**src/rtl/mc_ctrl_if.sv**
```systemverilog
// -----------------------------------------------------------------------------
// mc_ctrl_if
// Bundle between the multicycle control unit and the datapath.
//
// Signals
//   op, funct, zero     : datapath -> controller (IR fields, ALU zero flag)
//   pcwr, npc_op        : PC write enable and next-PC select
//   irwr                : IR write enable
//   gprwr, RegDst,
//   MemToReg, write_30  : register-file write controls
//   ExtOp, AluSrc, AluOp: immediate extension and ALU controls
//   dmwr                : data-memory write enable
//   illegal             : present only with MC_CTRL_ILLEGAL_TRAP_EN defined
//
// Handshake semantics: there is no valid/ready pair here. Every control output
// is a level that is meaningful in the cycle it is asserted; write enables
// (pcwr, irwr, gprwr, dmwr) take effect at the next rising clock edge.
//
// Modports
//   master : the controller (drives all controls)
//   slave  : the datapath (drives op/funct/zero)
// -----------------------------------------------------------------------------
interface mc_ctrl_if;
    logic [5:0] op;
    logic [5:0] funct;
    logic       zero;
    logic       pcwr;
    logic [1:0] npc_op;
    logic       irwr;
    logic       gprwr;
    logic [1:0] RegDst;
    logic [1:0] MemToReg;
    logic       write_30;
    logic       ExtOp;
    logic       AluSrc;
    logic [2:0] AluOp;
    logic       dmwr;
`ifdef MC_CTRL_ILLEGAL_TRAP_EN
    logic       illegal;
`endif

    modport master (
        input  op, funct, zero,
        output pcwr, npc_op, irwr, gprwr, RegDst, MemToReg, write_30,
               ExtOp, AluSrc, AluOp, dmwr
`ifdef MC_CTRL_ILLEGAL_TRAP_EN
        , output illegal
`endif
    );

    modport slave (
        output op, funct, zero,
        input  pcwr, npc_op, irwr, gprwr, RegDst, MemToReg, write_30,
               ExtOp, AluSrc, AluOp, dmwr
`ifdef MC_CTRL_ILLEGAL_TRAP_EN
        , input illegal
`endif
    );
endinterface

```
**src/rtl/mc_ctrl.sv**
```systemverilog
// -----------------------------------------------------------------------------
// mc_ctrl
// Multicycle control unit for the MIPS-subset datapath. Sequences
// IF -> DCD -> EXE -> MEM -> WB from the latched IR op/funct and drives PC, IR,
// ALU, data-memory and register-file controls. Moore-style: outputs decode from
// the state register plus op/funct (IR is stable from DCD through WB).
//
// Ports
//   clk          : system clock, rising edge
//   rst          : synchronous active-low reset
//   bus          : mc_ctrl_if.master (op/funct/zero in, all controls out)
//   o_dbg_state  : current state register, for observation only
//
// Optional feature (macro MC_CTRL_ILLEGAL_TRAP_EN):
//   defined   -> illegal instruction enters TRAP, held until reset,
//                bus.illegal = 1 while in TRAP
//   undefined -> illegal instruction is a 2-cycle NOP
// -----------------------------------------------------------------------------
module mc_ctrl #(
    parameter int STATE_W = 3
) (
    input  logic               clk,
    input  logic               rst,
    mc_ctrl_if.master          bus,
    output logic [STATE_W-1:0] o_dbg_state
);

    typedef enum logic [STATE_W-1:0] {
        S_IF,
        S_DCD,
        S_EXE,
        S_MEM,
        S_WB
`ifdef MC_CTRL_ILLEGAL_TRAP_EN
        , S_TRAP
`endif
    } state_t;

    state_t r_state;
    state_t w_next_state;

    // Instruction decode from the IR fields
    logic w_rtype, w_addu, w_subu, w_slt;
    logic w_ori, w_lui, w_addi, w_lw, w_sw, w_beq, w_j, w_jal;
    logic w_legal;

    assign w_rtype = (bus.op == 6'b000000);
    assign w_addu  = w_rtype && (bus.funct == 6'b100001);
    assign w_subu  = w_rtype && (bus.funct == 6'b100011);
    assign w_slt   = w_rtype && (bus.funct == 6'b101010);
    assign w_ori   = (bus.op == 6'b001101);
    assign w_lui   = (bus.op == 6'b001111);
    assign w_addi  = (bus.op == 6'b001000);
    assign w_lw    = (bus.op == 6'b100011);
    assign w_sw    = (bus.op == 6'b101011);
    assign w_beq   = (bus.op == 6'b000100);
    assign w_j     = (bus.op == 6'b000010);
    assign w_jal   = (bus.op == 6'b000011);
    assign w_legal = w_addu | w_subu | w_slt | w_ori | w_lui | w_addi |
                     w_lw | w_sw | w_beq | w_j | w_jal;

    logic       w_pcwr;
    logic [1:0] w_npc_op;
    logic       w_irwr;
    logic       w_gprwr;
    logic [1:0] w_reg_dst;
    logic [1:0] w_mem_to_reg;
    logic       w_write_30;
    logic       w_ext_op;
    logic       w_alu_src;
    logic [2:0] w_alu_op;
    logic       w_dmwr;
    logic       w_illegal;

    always_ff @(posedge clk) begin
        if (!rst) begin
            r_state <= S_IF;
        end else begin
            r_state <= w_next_state;
        end
    end

    always_comb begin
        w_next_state = S_IF;
        w_pcwr       = 1'b0;
        w_npc_op     = 2'b00;
        w_irwr       = 1'b0;
        w_gprwr      = 1'b0;
        w_reg_dst    = 2'b00;
        w_mem_to_reg = 2'b00;
        w_write_30   = 1'b0;
        w_ext_op     = 1'b0;
        w_alu_src    = 1'b0;
        w_alu_op     = 3'b000;
        w_dmwr       = 1'b0;
        w_illegal    = 1'b0;
        // While rst is low every output stays at its default of 0, which also
        // suppresses any gprwr/dmwr from an instruction caught mid-flight.
        if (rst) begin
            case (r_state)
                S_IF: begin
                    w_pcwr       = 1'b1;
                    w_irwr       = 1'b1;
                    w_next_state = S_DCD;
                end
                S_DCD: begin
                    if (w_j) begin
                        w_pcwr       = 1'b1;
                        w_npc_op     = 2'b10;
                    end else if (w_jal) begin
                        w_pcwr       = 1'b1;
                        w_npc_op     = 2'b10;
                        w_gprwr      = 1'b1;
                        w_reg_dst    = 2'b10;
                        w_mem_to_reg = 2'b10;
                    end else if (!w_legal) begin
`ifdef MC_CTRL_ILLEGAL_TRAP_EN
                        w_next_state = S_TRAP;
`else
                        w_next_state = S_IF;
`endif
                    end else begin
                        w_next_state = S_EXE;
                    end
                end
                S_EXE: begin
                    if (w_subu) begin
                        w_alu_op = 3'b001;
                    end else if (w_slt) begin
                        w_alu_op = 3'b011;
                    end else if (w_ori) begin
                        w_alu_op  = 3'b010;
                        w_alu_src = 1'b1;
                    end else if (w_lui) begin
                        w_alu_op  = 3'b100;
                        w_alu_src = 1'b1;
                    end else if (w_addi || w_lw || w_sw) begin
                        w_alu_src = 1'b1;
                        w_ext_op  = 1'b1;
                    end else if (w_beq) begin
                        w_alu_op  = 3'b001;
                        w_ext_op  = 1'b1;
                        w_npc_op  = 2'b01;
                        w_pcwr    = bus.zero;
                    end
                    if (w_beq) begin
                        w_next_state = S_IF;
                    end else if (w_lw || w_sw) begin
                        w_next_state = S_MEM;
                    end else begin
                        w_next_state = S_WB;
                    end
                end
                S_MEM: begin
                    w_dmwr       = w_sw;
                    w_next_state = w_lw ? S_WB : S_IF;
                end
                S_WB: begin
                    w_gprwr      = 1'b1;
                    w_reg_dst    = w_rtype ? 2'b01 : 2'b00;
                    w_mem_to_reg = w_lw ? 2'b01 : 2'b00;
                    w_write_30   = w_addi;
                    w_next_state = S_IF;
                end
`ifdef MC_CTRL_ILLEGAL_TRAP_EN
                S_TRAP: begin
                    w_illegal    = 1'b1;
                    w_next_state = S_TRAP;
                end
`endif
                default: begin
                    w_next_state = S_IF;
                end
            endcase
        end
    end

    assign bus.pcwr     = w_pcwr;
    assign bus.npc_op   = w_npc_op;
    assign bus.irwr     = w_irwr;
    assign bus.gprwr    = w_gprwr;
    assign bus.RegDst   = w_reg_dst;
    assign bus.MemToReg = w_mem_to_reg;
    assign bus.write_30 = w_write_30;
    assign bus.ExtOp    = w_ext_op;
    assign bus.AluSrc   = w_alu_src;
    assign bus.AluOp    = w_alu_op;
    assign bus.dmwr     = w_dmwr;
`ifdef MC_CTRL_ILLEGAL_TRAP_EN
    assign bus.illegal  = w_illegal;
`else
    logic w_unused_illegal;
    assign w_unused_illegal = w_illegal;
`endif

    assign o_dbg_state = r_state;

endmodule

```
**src/flat_wrapper.sv**
```systemverilog
// flat-port wrapper written by rule: the top's interface ports become plain ports
module mc_ctrl_flat 
#(
    parameter int STATE_W = 3
)
  (clk, rst, o_dbg_state, bus_op, bus_funct, bus_zero, bus_pcwr, bus_npc_op, bus_irwr, bus_gprwr, bus_RegDst, bus_MemToReg, bus_write_30, bus_ExtOp, bus_AluSrc, bus_AluOp, bus_dmwr);
  mc_ctrl_if bus_i ();
  input  logic clk;
  input  logic rst;
  output logic [STATE_W-1:0] o_dbg_state;
  input wire logic [$bits(bus_i.op)-1:0] bus_op;
  input wire logic [$bits(bus_i.funct)-1:0] bus_funct;
  input wire logic [$bits(bus_i.zero)-1:0] bus_zero;
  output wire logic [$bits(bus_i.pcwr)-1:0] bus_pcwr;
  output wire logic [$bits(bus_i.npc_op)-1:0] bus_npc_op;
  output wire logic [$bits(bus_i.irwr)-1:0] bus_irwr;
  output wire logic [$bits(bus_i.gprwr)-1:0] bus_gprwr;
  output wire logic [$bits(bus_i.RegDst)-1:0] bus_RegDst;
  output wire logic [$bits(bus_i.MemToReg)-1:0] bus_MemToReg;
  output wire logic [$bits(bus_i.write_30)-1:0] bus_write_30;
  output wire logic [$bits(bus_i.ExtOp)-1:0] bus_ExtOp;
  output wire logic [$bits(bus_i.AluSrc)-1:0] bus_AluSrc;
  output wire logic [$bits(bus_i.AluOp)-1:0] bus_AluOp;
  output wire logic [$bits(bus_i.dmwr)-1:0] bus_dmwr;
  assign bus_i.op = bus_op;
  assign bus_i.funct = bus_funct;
  assign bus_i.zero = bus_zero;
  assign bus_pcwr = bus_i.pcwr;
  assign bus_npc_op = bus_i.npc_op;
  assign bus_irwr = bus_i.irwr;
  assign bus_gprwr = bus_i.gprwr;
  assign bus_RegDst = bus_i.RegDst;
  assign bus_MemToReg = bus_i.MemToReg;
  assign bus_write_30 = bus_i.write_30;
  assign bus_ExtOp = bus_i.ExtOp;
  assign bus_AluSrc = bus_i.AluSrc;
  assign bus_AluOp = bus_i.AluOp;
  assign bus_dmwr = bus_i.dmwr;
  mc_ctrl #(.STATE_W(STATE_W)) u_core (.clk(clk), .rst(rst), .bus(bus_i), .o_dbg_state(o_dbg_state));
endmodule
```
**config.mk**
```make
export PLATFORM = sky130hd
export DESIGN_NAME = mc_ctrl_flat
export DESIGN_NICKNAME = d
export VERILOG_FILES = /design/src/rtl/mc_ctrl_if.sv /design/src/rtl/mc_ctrl.sv /design/src/flat_wrapper.sv
export SDC_FILE = /design/constraint.sdc
export NUM_CORES = 1
export LEC_CHECK = 0
export CAP_MARGIN = 0
export CORE_MARGIN = 3
export CORE_UTILIZATION = 38
export DETAILED_ROUTE_END_ITERATION = 6
export PLACE_DENSITY = 0.87
export SLEW_MARGIN = 20
export SYNTH_ARGS = -nofsm -noshare
export SYNTH_HDL_FRONTEND = slang
export SYNTH_SLANG_ARGS = --single-unit
```
**constraint.sdc**
```tcl
create_clock -name clk -period 2.3 [get_ports clk]
set_input_delay 0.23 -clock clk [delete_from_list [all_inputs] [get_ports clk]]
set_output_delay 0.23 -clock clk [all_outputs]
set_load 0.005 [all_outputs]
```
# Word-level counts from Yosys, hierarchy flattened
# Cells that the tools add are included.
# Widths: inputs -> output; s select.
totals:
  wordCells: 100
  n_memories: 0
  reg_bits: 3
  latch_bits: 0
  output_inout_bits: 19
  ramBits: 0
  romBits: 0
  input_bits: 15
op_classes:
  n_div: 0
  n_lt_le_gt_ge: 0
  n_eq_ne: 15
  n_shift: 0
  n_addsub: 0
  reduce_logical: 8
  n_mux: 66
  bitwise_logic: 10
  multipliers: 0
ops:
  columns: ["op", "count"]
  rows:
  - ["$mux 1", 36]
  - ["$mux 3", 12]
  - ["$eq 6x6->1 const B", 5]
  - ["$mux 2", 12]
  - ["$eq 6x4->1 const B", 3]
  - ["$eq 6x2->1 const B", 2]
  - ["$pmux 2 s2", 3]
  - ["$pmux 3 s4", 1]
  - ["$or 1x1->1", 10]
  - ["$eq 3x2->1 const B", 2]
  - ["$eq 6x3->1 const B", 1]
  - ["$logic_not 6->1", 1]
  - ["$eq 3x1->1 const B", 1]
  - ["$eq 3x3->1 const B", 1]
  - ["$logic_and 1x1->1", 3]
  - ["$logic_not 3->1", 1]
  - ["$logic_or 1x1->1", 3]
  - ["$pmux 1 s3", 1]
  - ["$pmux 1 s2", 1]

# Depth between registers and ports, before layout
# Gate-level depths: netlist of the first run.
depth:
  ltp_word: 16
  depth_mapped: 6
  mapped_depth_nobuf: 4

# Worst setup path after synthesis of the first run
# OpenSTA, ideal clock, no wires.
synth_path:
  kind: "input to output"
  start: "input bus_op[5]"
  end: "output bus_RegDst[1]"
  arrival_ns: 1.504
  n_path_buf: 2
  slack_ns: 0.566
  cell_stages: 6
  cell_sequence: "buf_2 > or3_4 > or3_4 > nor2b_2 > and2_1 > buf_4"
synth_between:
  elab_chain_cells: 5
  word_cells_on_any_way: 6
  classes_between: "eq/ne: 2; mux: 4"
synth_rtl:
  columns: ["element", "line_no", "source"]
  rows:
  - ["start, declared", "flat_wrapper.sv:11", "input wire logic [$bits(bus_i.op)-1:0] bus_op;"]
  - ["$eq 6x2->1", "mc_ctrl.sv:58", "assign w_jal = (bus.op == 6'b000011);"]
  - ["$mux 2", "mc_ctrl.sv:110", "end else if (w_jal) begin"]
  - ["$mux 2 *", "mc_ctrl.sv:107", "if (w_j) begin"]
  - ["$pmux 2 s2 *", "mc_ctrl.sv:100", "case (r_state)"]
  - ["$mux 2 *", "mc_ctrl.sv:99", "if (rst) begin"]
  - ["end, declared", "flat_wrapper.sv:18", "output wire logic [$bits(bus_i.RegDst)-1:0] bus_RegDst;"]
# Every way passes the cells marked *; elsewhere a longest branch is shown, timed or not.

# Worst setup path in the final report of the first run
layout_path:
  start: "input bus_op[2]"
  end: "output bus_AluOp[2]"
layout_between:
  elab_chain_cells: 7
  word_cells_on_any_way: 11
  classes_between: "eq/ne: 2; mux: 6; reduce/logical: 3"
layout_rtl:
  columns: ["element", "line_no", "source"]
  rows:
  - ["$eq 6x4->1", "mc_ctrl.sv:52", "assign w_lui = (bus.op == 6'b001111);"]
  - ["$mux 3", "mc_ctrl.sv:134", "end else if (w_lui) begin"]
  - ["$mux 3", "mc_ctrl.sv:131", "end else if (w_ori) begin"]
  - ["$mux 3", "mc_ctrl.sv:129", "end else if (w_slt) begin"]
  - ["$mux 3 *", "mc_ctrl.sv:127", "if (w_subu) begin"]
  - ["$mux 3 *", "mc_ctrl.sv:100", null]
  - ["$mux 3 *", "mc_ctrl.sv:99", null]
  - ["end, declared", "flat_wrapper.sv:23", "output wire logic [$bits(bus_i.AluOp)-1:0] bus_AluOp;"]
# Marks and branches as above.

==> results of run 1 <==
final cells by class:
type	count	share of cell area, %
multi-input cells	66	44.0
flip-flops and latches	3	5.88
inverters	3	1.10
repair buffers	49	44.7
clock buffers	4	2.57
well taps	14	1.72
logic make-up after synthesis:
logic type / Yosys count / share of synthesized area, %
compound gates: 13 / 17.7
xor+xnor: 2 / 3.31
simple gates: 51 / 56.5
flops: 3 / 11.3
buf+inv: 10 / 11.1
worst register-to-register path, cell delays in order, from the launching register on:
cell,delay (ps)
dfxtp_1,430
nand3b_1,170
or2_2,320
buf_4,150
o22ai_1,160
repair_timing:
| action | 4_1_cts | 5_1_grt |
|---|---|---|
| buffers inserted | 2 | 1 |
| pin swaps | 2 | 2 |
| resized for setup | 12 | 18 |
| endpoints found under the setup margin | 12 | 10 |
worst min path at each step:
| stage | from | endpoint | cells after the start |
|---|---|---|---|
| 3_5_place_dp | u_core.o_dbg_state[2] | u_core.o_dbg_state[2] | 3 |
| 6_report | bus_op[3] | u_core.o_dbg_state[2] | 5 |
| 3_3_place_gp | u_core.o_dbg_state[2] | u_core.o_dbg_state[2] | 3 |
| 4_1_cts | u_core.o_dbg_state[2] | u_core.o_dbg_state[2] | 3 |
| 2_1_floorplan | rst | u_core.o_dbg_state[2] | 2 |
| 5_1_grt | bus_op[3] | u_core.o_dbg_state[2] | 5 |
synth_stat cells (2+ instances only):
cell type	instances	share of area, %
nor3_1	9	8.5
a21oi_1	3	2.8
inv_1	3	2.1
nand2b_1	4	4.7
buf_6	2	4.3
clkbuf_1	2	1.4
or3_4	3	6.4
nor2_1	8	5.7
a211oi_1	2	2.8
nand3_1	5	4.7
dfxtp_1	3	11
o22ai_1	2	2.4
nand2_1	6	4.3
nand3b_1	4	5.7
nor3b_1	2	2.8
or2_2	2	2.4
buf_2	2	1.9
power groups by stage:
stage	sequential, mW	combinational, mW	clock, mW
global placement	0.0589	0.0889	0
global route	0.0595	0.104	0.102
CTS	0.0585	0.0928	0.0969
floorplan	0.0561	0.0441	0
finish	0.0593	0.0965	0.0935
detailed placement	0.0595	0.0911	0
stage by stage:
step | cells | utilization [%] | power, mW | setup TNS [ps] | hold slack [ps]
floorplan | 79 | - | 0.100 | 0 | 416
global placement | 132 | 77.2 | 0.148 | -1420 | 643
detailed placement | 132 | 77.2 | 0.151 | -1970 | 642
CTS | 138 | 81.3 | 0.248 | -320 | 672
global route | 139 | 85.0 | 0.266 | -165 | 648
finish | 139 | 85.0 | 0.249 | -39.0 | 587
cells in the final DEF (no fill, tap or decap), types with 2 or more instances in the layout:
cell type,count
clkdlybuf4s50_1,17
nand3b_1,4
nor3b_1,2
nand2b_1,4
dfxtp_1,3
nand2_1,6
nand3_1,5
a21oi_1,3
nor3_1,7
nor2_1,8
dlymetal6s2s_1,8
or3_4,3
buf_4,15
clkbuf_4,3
dlygate4sd2_1,6
inv_1,3
layer usage:
layer / share of wire, % / global-route usage [%]
met1: 42 / 29.1
met2: 52 / 36.9
met3: 5.2 / 2.54
met4: 0.74 / 3.61
met5: 0 / 0
==> reports/metrics.cfg, run 1 <==
[global_routing]
grt_max_degree=12
grt_util_all_layers_pct=21.6
grt_pass1_vias=691
grt_first_pass_wirelength_mm=3.13
overflow=0
grt_antenna_before_repair=0

[setup_path]
endpoint=bus_AluOp[2]
timing.rr.end=u_core.o_dbg_state[1]
crit_cells=7
path_delay_family=buffers and inverters
path_class=in2out
critPathLaunch=bus_op[2]
critPathBufInv=3
regToRegSetupSlack_ps=1000
cpPeakStageDelay_ps=450
path_max_fanout=4
crit_required_ps=2070
reg2reg_depth=4
crit_chain=clkdlybuf4s50_1 -> or3_4 -> nor3_4 -> buf_4 -> a31o_2 -> nor3_1 -> clkdlybuf4s50_1
critPathLaunchType=input port
slowest_stage=clkdlybuf4s50_1
crit_arrival_ps=2110
critPathMostFrequentCell=clkdlybuf4s50_1
r2r-start=u_core.o_dbg_state[1]
cp-end-kind=output port

[cts]
cts_tree=done
clk_latency_ps=230
cts.sinks=3
clockBufferDepth=2
cts_inserted_buffers=3
htreeDepth=1
ctsHoldBuffers=0
clockRootBuffer=clkbuf_4
path_clk_slew_ps=40

[power_and_ir_drop]
irDropWorstVdd_mv=0.208
p_int_mw=0.175
p_leak_nw=0.507
p_per_area_nw_per_um2=244
p_sw_mw=0.0748
p_sw_share_pct=30.0
p_clk_share_pct=37.5
power_frac_comb_pct=38.7
pwr-share-seq_pct=23.8

[floorplan]
fp.dieH_um=43.3
dieArea_um2=1880
die_x_um=43.3
initial_utilization_pct=44.1
rows=12
design.core.area_um2=1200
ios=34

[logic_synthesis]
synth_enable_flop_cells=0
yosysWarnings=0
syn_inst=79
async_flop_share_pct=0
ys.flop_type=dfxtp_1
synth_seq_cells=3
syn-num-nets=94
ys_seq_area_share_pct=11.3
synth_area_um2=529
yosysUniqueCellTypes=34
syn_area_per_cell_um2=6.70

[placement]
io_buffers=33
gp_congestion=0.865
dp_slack_ps=-229
dpl.hpwl_mm=1.48
dpl-instance-area_um2=927

[status]
violations=setup timing
status=complete, but fails checks

[sta]
slew_headroom_pct=67.3
skew_ps=2.20
final_hold_viol_count=0
setup_violations=1
rsz0062_at_grt=true
worst_slack_ps=-39.0
worstMarginPinSlew_ps=479
post-route-min-period_ps=2340
clock.fmax_mhz=428
slew_violations=0
fin_crit_sh_pct=102

[cells_and_area]
fill_cells=77
syn2layout_area_growth_pct=92.9
seqCellArea_um2=60.1
largest_register_ffs=3
multiInputGateArea_um2=449
nNetsFinal=141
antenna_cells=0
stdcell_area_um2=1020
layout-drive-gt1-share_pct=27.2

[route]
wirelength_mm=2.04
wl_per_cell_um=14.7
routed_via_density=5.74
postRouteAntennaNets=0
drt_first_pass_iters=4
via_count=798
drt-initial-drc-count=23
drc=0

[job]
drv_cap=0

[min_path]
hold_path_class=in2reg

Power figures use the tool's default switching activity.
==> run 2: changes to the inputs <==
- CORE_UTILIZATION: 38 -> 35
- PLACE_DENSITY: 0.87 -> 0.81
- SETUP_SLACK_MARGIN: unset -> 0.4
- clock period: 2.3 -> 2.5 ns (I/O delays scaled with it)
==> run 2 against run 1 <==
Net effect: the flow finishes with violations (DRC); register-to-register slack gained 290 ps; power shrank 5.7%; sequential share of layout area shrank 0.078 points; first-iteration DRC count is the same; via count shrank 2.8%; critical path type unchanged; critical endpoint is now bus_MemToReg[1]; highest routed layer unchanged.
==> reports/metrics.cfg, run 2 (same netlist as run 1, synthesis figures left out) <==
[power_and_ir_drop]
p_int_mw=0.161
p_sw_share_pct=31.7
irDropWorstVdd_mv=0.126
p_per_area_nw_per_um2=227
pwr-share-seq_pct=23.0
p_sw_mw=0.0745
p_leak_nw=0.442
p_total_mw=0.235
p_clk_share_pct=39.2
power_frac_comb_pct=37.7

[cells_and_area]
syn2layout_area_growth_pct=95.5
nNetsFinal=144
largest_register_ffs=3
fill_cells=98
antenna_cells=0
layout-drive-gt1-share_pct=32.0
final_cell_mix=14 x buf_4, 11 x clkdlybuf4s50_1, 10 x dlygate4sd2_1
final_common_cell=buf_4

[route]
routed_via_density=5.43
postRouteAntennaNets=0
wirelength_mm=2.03
via_count=776
drc=1
drt_first_pass_iters=7
drt-initial-drc-count=23
wl_per_cell_um=14.2

[status]
violations=DRC
status=complete, but fails checks

[setup_path]
crit_required_ps=2250
path_max_fanout=2
path_class=in2out
cp-end-kind=output port
r2r-start=u_core.o_dbg_state[1]
regToRegSetupSlack_ps=1290
critPathLaunchType=input port
reg2reg_depth=4
crit_arrival_ps=1810
timing.rr.end=u_core.o_dbg_state[1]

[min_path]
hold_path_class=in2reg
worstHoldEndpoint=u_core.o_dbg_state[1]
min-delay-start=bus_op[2]
min_path_cells=5

[cts]
clk_latency_ps=250
cts.sinks=3
ctsHoldBuffers=0
path_clk_slew_ps=40
clockRootBuffer=clkbuf_4
htreeDepth=1
cts_tree=done
clockBufferDepth=2
cts_inserted_buffers=3

[sta]
worstMarginPinSlew_ps=429
setup_violations=0
rsz0062_at_grt=true
slew_violations=0
slew_headroom_pct=70.7
hold_ws_ps=637
skew_ps=7.88
post-route-min-period_ps=2060
clock.fmax_mhz=484
fin_crit_sh_pct=82.6
final_hold_viol_count=0

[floorplan]
rows=13
initial_utilization_pct=38.7
fp.dieH_um=44.9
dieArea_um2=2010
die_x_um=44.9
ios=34
design.core.area_um2=1370

[placement]
dpl.hpwl_mm=1.35
gp_congestion=0.841
io_buffers=33

[global_routing]
grt_antenna_before_repair=0
overflow=0
grt_max_degree=12
grt_first_pass_wirelength_mm=3.13
grt_pass1_vias=751
grt_util_all_layers_pct=21.4

[job]
drv_cap=0

[run 2: changes by cell type in the layout (fill, tap and decap cells not counted), sizes merged]
| cell | previous run | this run |
|---|---|---|
| clkdlybuf4s50 | 17 | 11 |
| dlymetal6s2s | 8 | 2 |
| buf | 17 | 22 |
| clkdlybuf4s15 | 0 | 5 |
| dlygate4sd2 | 6 | 10 |
| clkbuf | 5 | 6 |
[run 2: final cells by class]
| type | instances | area, um^2 | share of cell area, % |
|---|---|---|---|
| well taps | 15 | 18.8 | 1.81 |
| clock buffers | 4 | 26.3 | 2.54 |
| flip-flops and latches | 3 | 60.1 | 5.80 |
| repair buffers | 52 | 462 | 44.6 |
| inverters | 3 | 11.3 | 1.09 |
| multi-input cells | 66 | 457 | 44.1 |
[run 2: critical path, cell delays in order]
cell and delay [ps]:
dlygate4sd2_1 240, or3_4 390, or3_4 350, buf_6 130, nor2b_4 110, and2_4 150
clkdlybuf4s15_2 190
[run 2: power groups by stage]
stage | sequential (mW) | combinational, mW | clock (mW)
after floorplan | 0.0516 | 0.0406 | 0
after global placement | 0.0543 | 0.0808 | 0
after detailed placement | 0.0544 | 0.0821 | 0
after CTS | 0.0537 | 0.0852 | 0.0933
after global routing | 0.0543 | 0.0957 | 0.0959
final | 0.0541 | 0.0887 | 0.0922
[run 2: how the worst max path moves through the flow]
| stage | startpoint | to | slack (ps) |
|---|---|---|---|
| 4_1_cts | bus_op[2] | bus_AluOp[0] | 370 |
| 6_report | bus_op[5] | bus_MemToReg[1] | 440 |
| 3_3_place_gp | bus_funct[5] | bus_AluOp[1] | -20 |
| 3_5_place_dp | bus_funct[5] | bus_AluOp[0] | -40 |
| 5_1_grt | rst | bus_ExtOp | 400 |
| 2_1_floorplan | bus_op[5] | bus_RegDst[1] | 730 |
[run 2: per-stage QoR]
| stage | TNS [ps] | worst slack [ps] | instances | utilization, % | area (um^2) |
|---|---|---|---|---|---|
| after detailed placement | -159 | -45.0 | 130 | 66.3 | 906 |
| final | 0 | 435 | 143 | 75.7 | 1030 |
| after CTS | 0 | 365 | 141 | 73.4 | 1000 |
| after global routing | 0 | 397 | 143 | 75.7 | 1030 |
| after floorplan | 0 | 726 | 79 | - | 529 |
| after global placement | -17.8 | -15.2 | 130 | 66.3 | 906 |
[run 2: timing repair]
| action | 4_1_cts | 5_1_grt |
|---|---|---|
| gates resized for setup | 46 | 11 |
| setup buffers | 7 | 2 |
| pin swaps | 7 | 7 |
| gates cloned | 0 | 0 |
| endpoints found under the hold margin | 0 | 0 |
| endpoints found under the setup margin | 15 | 12 |
[run 2: metal layers]
metal / wire length (um) / global-route usage (%)
met1: 802 / 24.3
met5: 0 / 0
met2: 1040 / 38.4
met3: 139 / 1.99
met4: 47 / 12.3
==> RTL change 1 (flow settings as in run 2) <==
`STATE_W` is set to 3 in 2 places; all go to 4.
--- a/src/rtl/mc_ctrl.sv
+++ b/src/rtl/mc_ctrl.sv
@@ -19,3 +19,3 @@
 module mc_ctrl #(
-    parameter int STATE_W = 3
+    parameter int STATE_W = 4
 ) (
--- a/src/flat_wrapper.sv
+++ b/src/flat_wrapper.sv
@@ -3,3 +3,3 @@
 #(
-    parameter int STATE_W = 3
+    parameter int STATE_W = 4
 )
Ports: changed (resized o_dbg_state); port bits go from 34 to 35. The function was not compared with the original's and may differ.
==> RTL change 1 against run 2 <==
  * Final area shrank 5.3%
  * Worst setup slack worse by 0.024 ns
  * Hold slack lost 0.035 ns
  * Synthesized cell count increased by 2.5%
  * Routed wire length fell by 9.4%
  * Area after synthesis rose by 2.1%
  * Clock power decreased by 6.1%
  * Sequential share of layout area is 0.45 points higher
  * Total power fell by 3.2%
  * Via count shrank 0.26%
  * Sequential cell count stayed put
==> RTL change 1: results (changes against run 2) <==
- Result of the run: finished, final reports clean (was finished, violations left).
* Sequential-to-total area share from yosys stat: 0.111 (was 0.113)
* Gr usage total: 0.198 (was 0.214)
- The minimum setup slack after placement is -0.0463 ns (was -0.0450 ns).
- The startpoint of the worst hold path is u_core.o_dbg_state[1]$_SDFF_PN0_ (was bus_op[2]).
- The arrival time at the worst endpoint came to 1.84 ns (was 1.81 ns).
- The hold path depth was 2 (was 5).
* Net count after synthesis: 96 (was 94)
- Detail-routed via count per cell: 5.61 (was 5.43)
- Leakage component of the power: 0.402 nW (was 0.442 nW)
- The net switching power figure came to 0.0689 mW (was 0.0745 mW).
- Startpoint of the worst-slack reg-to-reg timing path: u_core.o_dbg_state[2]$_SDFF_PN0_ (was u_core.o_dbg_state[1]$_SDFF_PN0_)
- The count of fill cells added during filler insertion came to 120 (was 98).
- The total iterations of the first detailed-routing run is 6 (was 7).
- Final HPWL from detailed placement: 1350 um (about the same)
- The share of final-layout standard cells stronger than drive strength 1 is 0.325 (was 0.320).
- The worst ir drop on vdd came to 0.000144 V (was 0.000126 V).
- The xor-xnor portion of the synthesized cell area was 0.0324 (was 0.0331).
- Global-route wire length before repair: 3070 um (was 3130 um)
- The top fanout value on the critical path is 4 (was 2).
- The path type of the worst min-delay path was reg2reg (was in2reg).
- Synthesized area divided by synthesized cell count: 6.67 um2 (was 6.70 um2)
* Leading post-synthesis cells by cell area: sky130_fd_sc_hd__dfxtp_1 11%, sky130_fd_sc_hd__nor3_1 8.3%, sky130_fd_sc_hd__or3_4 6.2% (was sky130_fd_sc_hd__dfxtp_1 11%, sky130_fd_sc_hd__nor3_1 8.5%, sky130_fd_sc_hd__or3_4 6.4%)
- Placer congestion estimate: 0.842 (was 0.841)
* Launch point of the worst path: bus_op[0] (was bus_op[5])
* Share of the synthesized area in compound gates (AO/OA/AOI/OAI): 0.174 (was 0.177)
* Library cells used by synthesis: 35 (was 34)
- The worst min-delay path endpoint was u_core.o_dbg_state[2]$_SDFF_PN0_ (was u_core.o_dbg_state[1]$_SDFF_PN0_).
- Average detailed-routed wire length per instance: 13.4 um (was 14.2 um)
- Number of global-route vias before repair: 746 (was 751)
RTL change 1: cell types whose count changed after synthesis:
| cell | change |
|---|---|
| sky130_fd_sc_hd__buf_4 | +1 |
| sky130_fd_sc_hd__conb_1 | +1 |
RTL change 1: power groups by stage:
stage | clock network, mW | registers [mW] | logic, mW
floorplan | 0 | 0.0516 | 0.0420
global placement | 0 | 0.0541 | 0.0813
detailed placement | 0 | 0.0543 | 0.0828
CTS | 0.0888 | 0.0537 | 0.0854
global route | 0.0950 | 0.0547 | 0.0950
finish | 0.0866 | 0.0540 | 0.0868
RTL change 1: routing by layer:
metal	part of all wire	vias to the layer above	GRT usage
met4	0.026	0	0.111
li1	-	376	-
met5	0	-	0
met2	0.49	47	0.336
met1	0.39	345	0.242
met3	0.094	6	0.0159
RTL change 1: kinds of logic (layout without fill, tap and decap cells):
logic type	Yosys count	in the layout
AO/OA/AOI/OAI	13	13
XOR/XNOR	2	2
buffers and inverters	11	53
flip-flops	3	3
other	1	1
AND/OR/NAND/NOR	51	51
RTL change 1: area by class of cell:
| type | count | share of cell area |
|---|---|---|
| Clock buffer | 4 | 0.0268 |
| Inverter | 3 | 0.0115 |
| Multi-Input combinational cell | 67 | 0.484 |
| Sequential cell | 3 | 0.0626 |
| Tap cell | 15 | 0.0192 |
| Timing Repair Buffer | 46 | 0.396 |
RTL change 1: timing repair:
| action | in CTS | in global routing |
|---|---|---|
| endpoints found under the setup margin | 15 | 8 |
| pin swaps | 8 | 5 |
| resized for setup | 43 | 12 |
| endpoints found under the hold margin | 0 | 0 |
| buffers inserted | 4 | 0 |
RTL change 1: how the worst max path moves through the flow:
| stage | endpoint | slack (ns) | depth (start not counted) |
|---|---|---|---|
| after floorplan | bus_RegDst[1] | 0.73 | 6 |
| after global placement | bus_AluOp[1] | -0.01 | 6 |
| after detailed placement | bus_AluOp[0] | -0.05 | 7 |
| after CTS | bus_ExtOp | 0.37 | 6 |
| after global routing | bus_ExtOp | 0.36 | 7 |
| final | bus_write_30 | 0.41 | 5 |
RTL change 1: worst max-delay path, stage by stage:
cell and delay, ns:
sky130_fd_sc_hd__clkdlybuf4s50_1 0.44, sky130_fd_sc_hd__or3_4 0.42, sky130_fd_sc_hd__or2_1 0.25, sky130_fd_sc_hd__nor4b_2 0.25, sky130_fd_sc_hd__clkdlybuf4s15_2 0.24
RTL change 1: through the flow:
step	utilization	instance area, um2	setup TNS [ns]
finish	0.717	980	0
global route	0.717	980	0
CTS	0.719	982	0
detailed placement	0.660	902	-0.142
global placement	0.660	902	-0.0191
floorplan	-	541	0
==> RTL change 2 (settings of run 2) <==
Without the edit above. Make the reset (`rst`) asynchronous in one clocked block. Comments in the files are not updated.
--- a/src/rtl/mc_ctrl.sv
+++ b/src/rtl/mc_ctrl.sv
@@ -74,3 +74,3 @@
 
-    always_ff @(posedge clk) begin
+    always_ff @(posedge clk or negedge rst) begin
         if (!rst) begin
Function: differs if rst is asserted again (counterexample within 4 cycles, from zero or initial values and one cycle with rst low); with rst held inactive, the same outputs for 10 cycles.
==> RTL change 2 against run 2 <==
  * Area after synthesis increased by 3.5%
  * Final area decreased by 0.48%
  * Sequential cell count unchanged
  * Final cell count decreased by 2.1%
  * Hold slack got worse by 0.33 ns
  * Combinational power increased by 1%
  * Sequential power increased by 1%
  * Routed wire length decreased by 0.69%
  * Worst setup slack got worse by 0.041 ns
  * Utilization decreased by 1.3 points
  * Via count increased by 1.3%
  * Total power decreased by 4.2%
  * Largest cell class unchanged
==> RTL change 2: results (changes against run 2) <==
- The setup clock skew after layout is 0.00133 ns (was 0.00788 ns).
- Standard cell with the maximum stage delay on the critical path: sky130_fd_sc_hd__clkdlybuf4s50_1 (was sky130_fd_sc_hd__or3_4)
* Sequential-to-total area share from yosys stat: 0.137 (was 0.113)
* First DRT Iteration DRCs: 26 (was 23)
- Pre-CTS setup slack: -0.0128 ns (was -0.0450 ns)
- Number of placed instances, taps included: 126 (was 130)
* Worst vdd rail ir drop: 0.000221 V (was 0.000126 V)
- The share of synthesized registers carrying an async set or reset is 1.00 (was 0).
- Net count after synthesis: 90 (was 94)
* Reg2Reg Capture Point: u_core.o_dbg_state[1]$_DFF_PN0_ (was u_core.o_dbg_state[1]$_SDFF_PN0_)
- The cell class contributing the biggest share of worst-path delay was buffers and inverters (was simple AND/OR/NAND/NOR gates).
- Result of the run: finished, final reports clean (was finished, violations left).
* PostCTS Resize Cnt: 26 (was 46)
* Maximum number of pins on one net before global-route repair: 14 (was 12)
- Leading post-synthesis cells by cell area: sky130_fd_sc_hd__dfrtp_1 14%, sky130_fd_sc_hd__nor2_1 8.2%, sky130_fd_sc_hd__nand3b_1 5.5% (was sky130_fd_sc_hd__dfxtp_1 11%, sky130_fd_sc_hd__nor3_1 8.5%, sky130_fd_sc_hd__or3_4 6.4%)
- List of most frequent post-synthesis cells: 12 x sky130_fd_sc_hd__nor2_1, 5 x sky130_fd_sc_hd__nand2_1, 4 x sky130_fd_sc_hd__nand3b_1, 4 x sky130_fd_sc_hd__nor3_1 (was 9 x sky130_fd_sc_hd__nor3_1, 8 x sky130_fd_sc_hd__nor2_1, 6 x sky130_fd_sc_hd__nand2_1, 5 x sky130_fd_sc_hd__nand3_1).
* Detail-routed via count per cell: 5.61 (was 5.43)
- The predominant post-synthesis flop cell is sky130_fd_sc_hd__dfrtp_1 (was sky130_fd_sc_hd__dfxtp_1).
* Slew headroom: 0.779 (was 0.707)
* Number of global-route vias before repair: 709 (was 751)
- Final HPWL from detailed placement: 1410 um (was 1350 um)
- Reg2Reg Setup Slack: 1.35 ns (was 1.29 ns)
* Crit path largest cell delay: 0.52 ns (was 0.39 ns)
- The via count was 786 (was 776).
- Buffers inserted by post-CTS timing repair: 6 (was 7)
- Data arrival at the endpoint of the critical path: 1.86 ns (was 1.81 ns)
- The logic depth of the worst register-to-register path was 2 (was 4).
RTL change 2: changes by cell type after synthesis, sizes merged, moves of 2 or more:
cell	change
or2	-3
dfrtp	+3
dfxtp	-3
nand3	-2
o22ai	-2
nand4b	+2
nor2	+4
nand4	+2
a21o	+3
buf	-2
or3	-3
nor3	-5
o211ai	+2
RTL change 2: area by class of cell:
| cell class | count | area (um2) | area share |
|---|---|---|---|
| tap | 15 | 18.8 | 0.0182 |
| multi-input combinational | 64 | 445 | 0.433 |
| inverter | 2 | 7.51 | 0.00729 |
| timing repair buffer | 52 | 457 | 0.443 |
| sequential | 3 | 75.1 | 0.0729 |
| clock buffer | 4 | 26.3 | 0.0255 |
RTL change 2: metal layers:
layer	track usage	share of wire	vias up	wire length, um
li1	-	-	373	-
met1	0.218	0.40	368	814
met2	0.345	0.51	45	1030
met3	0.0158	0.086	0	174
met4	0.0409	0	0	0
met5	0	0	-	0
RTL change 2: power by group:
part | switching, mW | internal [mW] | total (mW)
Sequential | 0.00431 | 0.0504 | 0.0547
Combinational | 0.0387 | 0.0509 | 0.0896
Clock | 0.0214 | 0.0596 | 0.0809
RTL change 2: through the flow:
| step | instance area (um2) | hold WS [ns] |
|---|---|---|
| final | 1030 | 0.308 |
| after global routing | 1030 | 0.310 |
| after CTS | 997 | 0.303 |
| after detailed placement | 902 | 0.545 |
| after global placement | 902 | 0.538 |
| after floorplan | 548 | -0.0456 |
RTL change 2: logic make-up (layout without fill, tap and decap cells):
group | Yosys count | after routing | synth area share
xor gates and xnor gates | 1 | 1 | 0.0160
and+or+nand+nor | 48 | 48 | 0.521
buffers and inverters | 8 | 58 | 0.128
DFF | 3 | 3 | 0.137
AOI/OAI and AO/OA | 15 | 15 | 0.199
